## src/rtl/div_arbiter.sv

```systemverilog
// Round-robin arbiter/sequencer sharing one iterative 8-bit divider between two
// requesters, with a watchdog on the divider's done flag and a tagged response port.
//
// state | meaning
// IDLE  | arbitrate and accept one request
// ISSUE | div_start pulse, watchdog cleared
// WAIT  | wait for div_done or watchdog expiry
// RESP  | hold response until rsp_ready
module div_arbiter #(
  parameter int TIMEOUT = 300
) (
  input  logic       clk,
  input  logic       rst,
  input  logic       req0_valid,
  output logic       req0_ready,
  input  logic [7:0] req0_a,
  input  logic [7:0] req0_b,
  input  logic       req1_valid,
  output logic       req1_ready,
  input  logic [7:0] req1_a,
  input  logic [7:0] req1_b,
  output logic       rsp_valid,
  input  logic       rsp_ready,
  output logic       rsp_id,
  output logic [7:0] rsp_quotient,
  output logic [7:0] rsp_remainder,
  output logic       rsp_dbz,
  output logic       rsp_timeout,
  output logic       div_start,
  output logic [7:0] div_a,
  output logic [7:0] div_b,
  input  logic [7:0] div_quotient,
  input  logic [7:0] div_remainder,
  input  logic       div_done,
  input  logic       div_dbz
);

  localparam int CW = $clog2(TIMEOUT);

  typedef enum logic [1:0] {IDLE, ISSUE, WAIT, RESP} state_t;

  state_t        state, state_nxt;
  logic          last_grant;
  logic          grant_id;
  logic          accept;
  logic [CW-1:0] wd_cnt;
  logic          wd_expired;

  // On a tie the requester not served last wins; otherwise whoever is asking.
  assign grant_id   = (req0_valid && req1_valid) ? ~last_grant : req1_valid;
  assign req0_ready = (state == IDLE) && req0_valid && !grant_id;
  assign req1_ready = (state == IDLE) && req1_valid && grant_id;
  assign accept     = req0_ready || req1_ready;
  assign wd_expired = (wd_cnt == CW'(TIMEOUT - 1));
  assign rsp_valid  = (state == RESP);

  always_ff @(posedge clk or posedge rst) begin
    if (rst) state <= IDLE;
    else     state <= state_nxt;
  end

  always_comb begin
    state_nxt = state;
    case (state)
      IDLE:    if (accept) state_nxt = ISSUE;
      ISSUE:   state_nxt = WAIT;
      WAIT:    if (div_done || wd_expired) state_nxt = RESP;
      RESP:    if (rsp_ready) state_nxt = IDLE;
      default: state_nxt = IDLE;
    endcase
  end

  always_ff @(posedge clk or posedge rst) begin
    if (rst) begin
      last_grant    <= 1'b1;
      div_start     <= 1'b0;
      div_a         <= '0;
      div_b         <= '0;
      wd_cnt        <= '0;
      rsp_id        <= 1'b0;
      rsp_quotient  <= '0;
      rsp_remainder <= '0;
      rsp_dbz       <= 1'b0;
      rsp_timeout   <= 1'b0;
    end else begin
      div_start <= accept;
      case (state)
        IDLE: begin
          if (accept) begin
            div_a      <= grant_id ? req1_a : req0_a;
            div_b      <= grant_id ? req1_b : req0_b;
            rsp_id     <= grant_id;
            last_grant <= grant_id;
          end
        end
        ISSUE: wd_cnt <= '0;
        WAIT: begin
          // done wins over expiry when both land on the same cycle
          if (div_done) begin
            rsp_quotient  <= div_quotient;
            rsp_remainder <= div_remainder;
            rsp_dbz       <= div_dbz;
            rsp_timeout   <= 1'b0;
          end else if (wd_expired) begin
            rsp_quotient  <= '0;
            rsp_remainder <= '0;
            rsp_dbz       <= 1'b0;
            rsp_timeout   <= 1'b1;
          end else begin
            wd_cnt <= wd_cnt + CW'(1);
          end
        end
        default: ;
      endcase
    end
  end

endmodule

```

## config.mk

```make
export PLATFORM = sky130hd
export DESIGN_NAME = div_arbiter
export DESIGN_NICKNAME = d
export VERILOG_FILES = /design/src/rtl/div_arbiter.sv
export SDC_FILE = /design/constraint.sdc
export NUM_CORES = 1
export LEC_CHECK = 0
export ABC_AREA = 0
export CORE_UTILIZATION = 39
export DETAILED_ROUTE_END_ITERATION = 10
export MAX_ROUTING_LAYER = met4
export PLACE_DENSITY = 0.79
export SYNTH_ARGS = -nofsm -noshare
export SYNTH_HDL_FRONTEND = slang
export SYNTH_SLANG_ARGS = --single-unit
```

## constraint.sdc

```tcl
create_clock -name clk -period 1.6 [get_ports clk]
set_input_delay 0.16 -clock clk [delete_from_list [all_inputs] [get_ports clk]]
set_output_delay 0.16 -clock clk [all_outputs]
set_load 0.01 [all_outputs]
```

==> results.md <==
- CTS sink count: 48
- Fillers: roughly 440
- Nets: roughly 390
- Total gr overflow: 0
- CTS tree: yes
- Mapped cell area: between 2000 and 2500 sq um
- Syn avg cell area: about 11 sq um
- IO buf count: just over 90
- Outcome: finished clean
- Final WL: between 6 and 7 mm
- Synth Net Count: 275
- Final period utilization: 0.962
- Synthesis Warnings: 0
- Pwr dens: between 1500 and 2000 nW/um^2
- Startpoint types: flip-flop
- Routability cong.: approximately 0.88
- Post-synth EDFFs: 0
- Least-Margin Pin Slew: around 450 ps
- Vias: 2091
- DRC violations left: 0
- Vias in the first global route: 2071
- Logic pwr share: 0.509
- Unique masters post-synth: 39
- Initial Util: 0.415
- Initial drt markers: 87
- Total power: a little under 6 mW
- H-tree depth: 2
- Pint: 3.82 mW
- Net Sw Frac: 0.345
- Flop pwr share: 0.342
- Rel. slew slack: 0.702
- Layout area overhead: 57.2%
- Gate Count Post-Synth: between 200 and 250
- Clock root cell: clkbuf_8
- Max cap viols: 0
- Wire length per cell: approximately 15 microns
- Antenna diode count: 0
- Post-synthesis sequential area ratio: 0.513
- Vias per cell: ~5.2
- Crit path launch: state[1]
- Num CTS Buffers: 5
- Worst Setup End Kind: flip-flop
- Clock Skew: approximately 5.3 ps
- DPL Wire Length: 4.57 mm
- Unrepaired setup endpoints after global routing: false
- VDD IR max: about 0.0010 V
- Die Span Y: ~79 microns
- # rows: 27
- Die W: a little under 80 microns
- CTS Hold Buffers Added: 0
- Die area: 6320 sq um
- Crit path time final: roughly 1500 ps
- Clk network pwr share: 0.150
- Place WS: -107 ps
- First-pass GRT wire length: between 9 and 10 mm
- Total GRT Usage: 0.207
- Skew-Pair Late Insertion Delay: approximately 300 ps
- Fin. Hold Viols: 0
- Post-route ant nets: 0
- Layout cell share with drive strength beyond 1: 0.161
- Ys async rst share: 1.00
- Initial antenna violation count: 0
- Worst-path fanout max: 18
- Drt first pass iters: 4
- Worst path required time: roughly 1800 ps
- Fin. max-slew vios: 0
- Net Sw Power: approximately 2.0 mW
- Synth Flop Type: dfrtp_1
- Clk slew on worst S/H paths: ~90 ps
- Final setup margin: ~61 ps
- Worst hold path class: in -> async
- # IOs: 94
- CP Class: reg -> reg
- Core footprint: about 5600 sq um
- Worst Path Arrival: between 1500 and 2000 ps
- Fmax: 0.650 GHz
- Clock tree buffer depth: 2
- Final setup vio count: 0
- Leakage: about 1.5 nW
- Reg2reg start: state[1]
- Largest net degree at the start of global routing: 49
- Flop and latch count out of synthesis: 48
critical path, cell delays in order, from the launching register on:
cell and delay [ps]:
dfrtp_2 430, buf_4 150, ha_4 170, and2_1 170
buf_12 150, a221o_1 350
per-layer routing:
layer | vias up | wire length, microns | GRT usage | share of wire
met5 | - | 0 | - | 0
met4 | 0 | 125 | 0.0655 | 0.021
met3 | 11 | 292 | 0.0526 | 0.048
met2 | 61 | 3100 | 0.339 | 0.51
met1 | 1005 | 2580 | 0.250 | 0.42
li1 | 1014 | - | - | -
power by group through the flow:
stage | Sequential (mW) | Combinational [mW] | Clock [mW]
floorplan | 2.16 | 1.19 | 0
global placement | 1.98 | 2.77 | 0
detailed placement | 2.00 | 2.86 | 0
CTS | 2.00 | 2.92 | 0.894
global route | 2.06 | 3.24 | 0.968
finish | 1.99 | 2.97 | 0.874
repair_timing:
action                                  4_1_cts  5_1_grt
pin swaps                                     1        1
resized for setup                            13       11
buffers inserted                              0        1
endpoints found under the setup margin       23        9
Yosys cell counts (all sizes together), types with 2 or more instances:
cell type	instances	area share
ha	6	0.032
nor4	2	0.012
nand4	2	0.0053
nor2b	20	0.053
a31oi	2	0.0053
or4	2	0.0080
buf	4	0.015
a221o	17	0.073
and2	2	0.0053
dfrtp	47	0.50
mux2i	20	0.085
nand3	3	0.0064
or3	2	0.0053
nor2	2	0.0032
clkbuf	6	0.0096
nor3	2	0.0043
o21ai	21	0.045
a21oi	7	0.017
inv	6	0.0096
o211ai	4	0.013
nand2	23	0.037
nand2b	3	0.0080
stage by stage:
stage               std cells  hold slack (ps)   util  setup TNS [ps]  area, sq um
finish                    401              207  0.652               0         3680
global placement          392              460  0.623           -1010         3510
CTS                       400              218  0.649               0         3660
global route              401              213  0.652               0         3680
detailed placement        392              470  0.623           -1680         3510
floorplan                 214              230      -               0         2350
kinds of logic (layout without fill, tap and decap cells):
group / after synthesis / count (layout) / synth area share
AND/OR/NAND/NOR: 67 / 67 / 0.162
AO/OA/AOI/OAI: 57 / 57 / 0.173
flip-flops: 48 / 48 / 0.513
multiplexers: 20 / 20 / 0.0855
buffers and inverters: 16 / 131 / 0.0342
adder cells (fa/ha/maj): 6 / 6 / 0.0321
layout by cell type (no fill, tap or decap), drive strengths merged, types with 2 or more instances in the layout:
cell type | Yosys | routed
clkbuf | 6 | 7
inv | 6 | 6
nand2b | 3 | 3
nor2b | 20 | 20
o21ai | 21 | 21
nor3 | 2 | 2
mux2i | 20 | 20
o211ai | 4 | 4
dfrtp | 47 | 47
nand2 | 23 | 23
nor4 | 2 | 2
or4 | 2 | 2
a31oi | 2 | 2
nor2 | 2 | 2
a21oi | 7 | 7
and2 | 2 | 2
nand4 | 2 | 2
clkdlybuf4s50 | 0 | 90
buf | 4 | 24
or3 | 2 | 2
a221o | 17 | 17
ha | 6 | 6
nand3 | 3 | 3
registers in the layout, indices dropped and copies added, names as in the netlist:
name           cells
rsp_remainder      8
state              2
rsp_quotient       8
rsp_id             1
div_start          1
last_grant         1
rsp_timeout        1
wd_cnt             9
div_b              8
div_a              8
rsp_dbz            1
layout make-up:
cell class                 count  area, sq um  area share
inverter                       6         22.5     0.00612
tap                           72         90.1      0.0245
multi-input combinational    150         1130       0.306
sequential                    48         1200       0.327
timing repair buffer         117         1130       0.306
clock inverter                 3         42.5      0.0116
clock buffer                   5         68.8      0.0187
worst paths after layout:
check                                       end  cells past startpoint  slack, ps
worst min-delay path                  div_start                      3        210
worst min register to register         div_a[6]                      2        480
worst max-delay path            rsp_quotient[2]                      5         60
min in group clk                rsp_quotient[6]                      2        470
max in group asynchronous            last_grant                      3       1100
worst max register to register  rsp_quotient[2]                      5         60
Note: power is estimated with default switching activity, not from simulation.
